===== config.mk =====
export PLATFORM = sky130hd
export DESIGN_NAME = cpu_sequencer
export DESIGN_NICKNAME = d
export VERILOG_FILES = /design/src/rtl/cpu_sequencer.sv
export SDC_FILE = /design/constraint.sdc
export NUM_CORES = 1
export LEC_CHECK = 0
export BUFFER_PORTS_ARGS = -buffer_cell sky130_fd_sc_hd__buf_2
export CAP_MARGIN = 10
export CORE_MARGIN = 2
export CORE_UTILIZATION = 50
export DETAILED_ROUTE_END_ITERATION = 12
export PLACE_DENSITY_LB_ADDON = 0.25
export SYNTH_ARGS = -nofsm -noshare
export SYNTH_HDL_FRONTEND = slang
export SYNTH_SLANG_ARGS = --single-unit
export TNS_END_PERCENT = 5

===== constraint.sdc =====
create_clock -name clk -period 3.35 [get_ports clk]
set_input_delay 0.335 -clock clk [delete_from_list [all_inputs] [get_ports clk]]
set_output_delay 0.335 -clock clk [all_outputs]
set_load 0.1 [all_outputs]

===== src/rtl/cpu_sequencer.sv =====
// cpu_sequencer: multi-cycle instruction sequencer with fetch handshake, branch resolve, trap, halt and single-step
module cpu_sequencer (
    input  logic       clk,
    input  logic       rst,
    input  logic       run,
    input  logic       step_mode,
    input  logic       step,
    input  logic       fetch_ready,
    input  logic       decode_invalid,
    input  logic       halt_ins,
    input  logic       pc_load,
    input  logic       out_ctl,
    input  logic       resume,
    input  logic [7:0] alu_result,
    output logic [2:0] state,
    output logic       fetch_req,
    output logic       ins_load,
    output logic       pc_inc,
    output logic       pc_branch,
    output logic       send_ins,
    output logic       invalid_ins,
    output logic       out_en,
    output logic       halted,
    output logic [7:0] retired,
    output logic [3:0] err_cnt
);
    typedef enum logic [2:0] {
        FETCH     = 3'b000,
        DECODE    = 3'b001,
        EXECUTE   = 3'b010,
        WRITEBACK = 3'b011,
        OUTPUT    = 3'b100,
        HALT      = 3'b101
    } state_t;

    state_t st;
    logic   branch_pend, branch_taken, step_prev, step_pend;
    logic   step_edge, grant;

    assign state     = st;
    assign step_edge = step & ~step_prev;
    // a step edge this cycle grants immediately; an earlier one is held in step_pend
    assign grant     = run & (~step_mode | step_pend | step_edge);

    // strobes decoded from the registered state and live inputs; reset holds them low
    always_comb begin
        fetch_req   = 1'b0;
        ins_load    = 1'b0;
        pc_inc      = 1'b0;
        pc_branch   = 1'b0;
        send_ins    = 1'b0;
        invalid_ins = 1'b0;
        out_en      = 1'b0;
        halted      = 1'b0;
        if (!rst) begin
            case (st)
                FETCH: begin
                    fetch_req = grant;
                    ins_load  = grant & fetch_ready;
                end
                DECODE: begin
                    invalid_ins = decode_invalid;
                    send_ins    = decode_invalid;
                    pc_inc      = decode_invalid;
                end
                OUTPUT: begin
                    send_ins  = 1'b1;
                    out_en    = out_ctl;
                    pc_branch = branch_taken;
                    pc_inc    = ~branch_taken;
                end
                HALT: begin
                    halted = 1'b1;
                    pc_inc = resume;
                end
                default: ;
            endcase
        end
    end

    // state register, branch resolution, step latch and counters
    always_ff @(posedge clk) begin
        if (rst) begin
            st           <= FETCH;
            branch_pend  <= 1'b0;
            branch_taken <= 1'b0;
            step_prev    <= 1'b0;
            step_pend    <= 1'b0;
            retired      <= 8'd0;
            err_cnt      <= 4'd0;
        end else begin
            step_prev <= step;
            step_pend <= (step_pend | (step_mode & step_edge)) & ~ins_load;
            case (st)
                FETCH: begin
                    if (ins_load) begin
                        branch_pend  <= 1'b0;
                        branch_taken <= 1'b0;
                        st           <= DECODE;
                    end
                end
                DECODE: begin
                    if (decode_invalid) begin
                        err_cnt <= (err_cnt == 4'hf) ? err_cnt : err_cnt + 4'd1;
                        st      <= FETCH;
                    end else begin
                        st <= halt_ins ? HALT : EXECUTE;
                    end
                end
                EXECUTE: begin
                    branch_pend <= pc_load;
                    st          <= WRITEBACK;
                end
                WRITEBACK: begin
                    branch_taken <= branch_pend && (alu_result == 8'h01);
                    st           <= OUTPUT;
                end
                OUTPUT: begin
                    retired <= retired + 8'd1;
                    st      <= FETCH;
                end
                HALT: begin
                    if (resume) st <= FETCH;
                end
                default: st <= FETCH;
            endcase
        end
    end
endmodule


Word-level counts from Yosys, hierarchy flattened --
Index checks and enable logic that the tools add are counted.
Word-level totals: flip-flop bits (word level) 19, bits in latches 0, memory bits (writable) 0, memory bits (read-only) 0, input bits 19, output and inout port bits 23, memories kept 0
Cells by class: add/sub/neg operators 2, $mul 0, div/mod/pow operators 0, order comparisons 0, equal/unequal tests 9, shift operators 0, mux-type cells 24, bitwise logic cells 13, reduce and logical (&&, ||, !) cells 8
Operators with widths (number):
- $mux W1 | 15
- $pmux W3 S5 | 1
- $mux W3 | 4
- $add A8 B1 Y8 const B | 1
- $eq A8 B1 Y1 const B | 1
- $eq A3 B2 Y1 const B | 2
- $eq A3 B3 Y1 const B | 2
- $pmux W1 S2 | 3
- $reduce_and A2 Y1 | 3
- $and A1 B1 Y1 | 5
- $not A1 Y1 | 5
- $add A4 B1 Y4 const B | 1
- $eq A4 B4 Y1 const B | 1
- $ne A2 B2 Y1 const B | 2
- $reduce_bool A2 Y1 | 2
- $eq A3 B1 Y1 const B | 1
- $logic_not A3 Y1 | 1
- $or A1 B1 Y1 | 3
- $pmux W1 S3 | 1
- $reduce_and A3 Y1 | 1
- $logic_and A1 B1 Y1 | 1

Longest topological paths before layout --
word-level depth 9, mapped depth 4, mapped depth without buffers 4

Worst setup path after synthesis --
Ideal clock, no wire load.
path kind register to output, start point register st[2], in the netlist state[2], end point output out_en, arrival 3.857 ns, data required time 3.015 ns, setup slack -0.842 ns, cell stages (with the launch flop) 4, path through dfxtp_1 -> or3b_1 -> buf_2 -> nor3b_1
On the way: longest elaborated chain between the ends 3
RTL lines:
- from (decl) | line 36 | state_t st;
- from (signal assigned) | line 107 | st <= halt_ins ? HALT : EXECUTE;
- $eq A3 B3 Y1 | line 56 | case (st)
- $mux W1 | line 56
- $mux W1 | line 55 | if (!rst) begin
- to (decl) | line 22 | output logic out_en,
No other way between the ends.

Worst setup path after layout --
start point register st[0], in the netlist state[0], end point output ins_load
On the way: longest elaborated chain between the ends 3
RTL lines:
- $logic_not A3 Y1 | line 56
- $mux W1 | line 56
- $mux W1 | line 55
- to (decl) | line 17 | output logic ins_load,
No other way between the ends.

==> impl_metrics.toml <==
[grt]
grt_pass1_vias = 974
gr-usage-all-layers = 0.208
antenna_found_initial = 0
met1_usage = 0.229
top_usage_layer = "met2"
grt.overflow.total = 0
use_met2 = 0.396
grt_max_degree = 28
grt_pass1_wl_um = 4000
grtUsageMet3 = 0.0399

[run_status]
run_status = "finished, final reports clean"

[place]
place_congestion = 0.814
dpl.hpwl_um = 1710
dp_slack_ns = 1.11
port_buffers = 41

[clock_network]
post_cts_buffers = 0
numCtsBuffers = 3
cts_buffer_depth = 2
cts_root_buf = "clkbuf_4"
cts_resized = 0
cts.sinks = 19
cts.htree.levels = 1
clkSlewWorstSetupHoldPaths_ns = 0.11
cts_tree = "yes"
postCtsHoldBufs = 0
clk_latency_ns = 0.29

[timing]
tightestPinTransition_ns = 0.482
slew_headroom = 0.675
final-hold-violation-count = 0
rsz0062_at_grt = "no"
setup_viol = 0
max_freq_mhz = 393
finalCritPeriodShare = 0.760
clock_skew_ns = 0.00297
min_period_ns = 2.54
fin_ws_ns = 0.805
final_max_slew_viol_count = 0

[finish]
fill_cells = 166
final_nets = 181
seq_area_um2 = 380
diodes = 0
drive_gt1_frac = 0.296
multi_input_area_um2 = 596
area_growth_pct = 23.4
final_common_cell = "buf_2"
mostFrequentLayoutCells = "buf_2 (41), dfxtp_1 (19), nor2_1 (9)"

[die]
die_area_um2 = 2430
coreArea_um2 = 1940
fp.dieW_um = 49.3
die_h_um = 49.3
top_level_ports = 42
start_util = 0.528
rows = 16

[setup_path]
crit_required_ns = 3.01
crit_type = "flip-flop to output pin"
cp-end-kind = "output pin"
cp.arrival_ns = 2.21
start_kind = "flip-flop"
path_max_fanout = 16

[yosys]
syn_avg_cell_area_um2 = 8.40
synth_ff_type = "dfxtp_1"
ys_types = 39
syn_inst = 122
netlist_area_um2 = 1020
yosysWarnings = 0
syn-num-nets = 143
async_reset_ff_frac = 0
yosysSeqAreaShare = 0.371
synth-seq-cells = 19
synth_edf_count = 0

[route]
viasPerCell = 5.70
wl_per_cell_um = 12.8
drt_iter0_drc = 30
drt-total-wl_um = 2380
drcViolationCount = 0
num_vias = 1060
ant_nets = 0
drtPass1Iterations = 4

[power_and_ir_drop]
power.total_uw = 453
p_leak_nw = 0.554
vdd_drop_max_mv = 0.252
p_per_area_nw_per_um2 = 358

[min_path]
holdCritPathClass = "input pin to flip-flop"

[flow_run]
drv_cap = 0
-- cell usage after synthesis, types with 2 or more instances --
| cell type | number | area (µm²) |
|---|---|---|
| ha_1 | 2 | 25.0 |
| inv_1 | 6 | 22.5 |
| clkbuf_1 | 7 | 26.3 |
| nor4b_1 | 4 | 35.0 |
| a21oi_1 | 8 | 40.0 |
| nor3_1 | 7 | 35.0 |
| mux2i_1 | 2 | 20.0 |
| dfxtp_1 | 19 | 380 |
| nand3_1 | 3 | 15.0 |
| a211oi_1 | 3 | 22.5 |
| o21ai_0 | 6 | 30.0 |
| nand2_1 | 5 | 18.8 |
| nor4bb_1 | 3 | 30.0 |
| nand4_1 | 3 | 18.8 |
| nand2b_1 | 2 | 12.5 |
| nor2_1 | 9 | 33.8 |
| nand3b_1 | 2 | 15.0 |
| or3_1 | 2 | 12.5 |
| o31ai_1 | 4 | 30.0 |
| nor2b_1 | 3 | 18.8 |
| or4_1 | 4 | 30.0 |
-- routing by layer --
layer	vias to the layer above	wire length, µm
li1	537	-
met1	494	1070
met2	29	1210
met3	0	98
met4	0	0
met5	-	0
-- cell families (layout without fill, tap and decap cells) --
| kind of cell | Yosys count | in the layout | synth area share |
|---|---|---|---|
| flops | 19 | 19 | 0.371 |
| fa+ha+maj | 2 | 2 | 0.0244 |
| buf+inv | 14 | 51 | 0.0525 |
| simple gates | 53 | 53 | 0.316 |
| mux | 3 | 3 | 0.0305 |
| xor+xnor | 2 | 2 | 0.0171 |
| compound gates | 29 | 29 | 0.188 |
-- per-stage QoR --
step	util	instance area [µm²]	setup TNS, ns	cells	hold slack (ns)
after global placement	0.637	1240	0	182	0.458
after global routing	0.651	1260	0	186	0.296
final	0.651	1260	0	186	0.276
after floorplan	-	1030	-3.91	122	0.463
after detailed placement	0.637	1240	0	182	0.471
after CTS	0.651	1260	0	186	0.272
-- state kept, by name, indices dropped and copies added (netlist names) --
name	cells
branch_pend	1
retired	8
state	3
step_pend	1
step_prev	1
err_cnt	4
branch_taken	1
-- power breakdown --
part | switching [mW] | total (mW) | internal [mW]
logic | 0.0724 | 0.0977 | 0.0253
clock network | 0.0702 | 0.115 | 0.0444
registers | 0.00996 | 0.241 | 0.231
total | 0.153 | 0.453 | 0.301
-- path summary, 6_finish.rpt --
| path | startpoint | endpoint | slack, ns | depth (start not counted) |
|---|---|---|---|---|
| worst max-delay path | state[0] | ins_load | 0.81 | 3 |
| worst min-delay path | step | step_prev | 0.28 | 2 |
| worst max register to register | state[2] | retired[5] | 1.38 | 3 |
| worst min register to register | retired[7] | retired[7] | 0.48 | 2 |
-- layout make-up --
type,count,area share
clock buffers,3,0.0178
clock inverters,1,0.00396
inverters,6,0.0178
multi-input cells,89,0.471
flip-flops and latches,19,0.301
well taps,27,0.0267
repair buffers,41,0.162
-- worst max-delay path: stages (launching register included) --
cell and delay (ns):
dfxtp_1 0.47, or4_1 0.58, a211oi_1 0.36, buf_2 0.51
No activity file was read; power rests on OpenSTA's default activity.
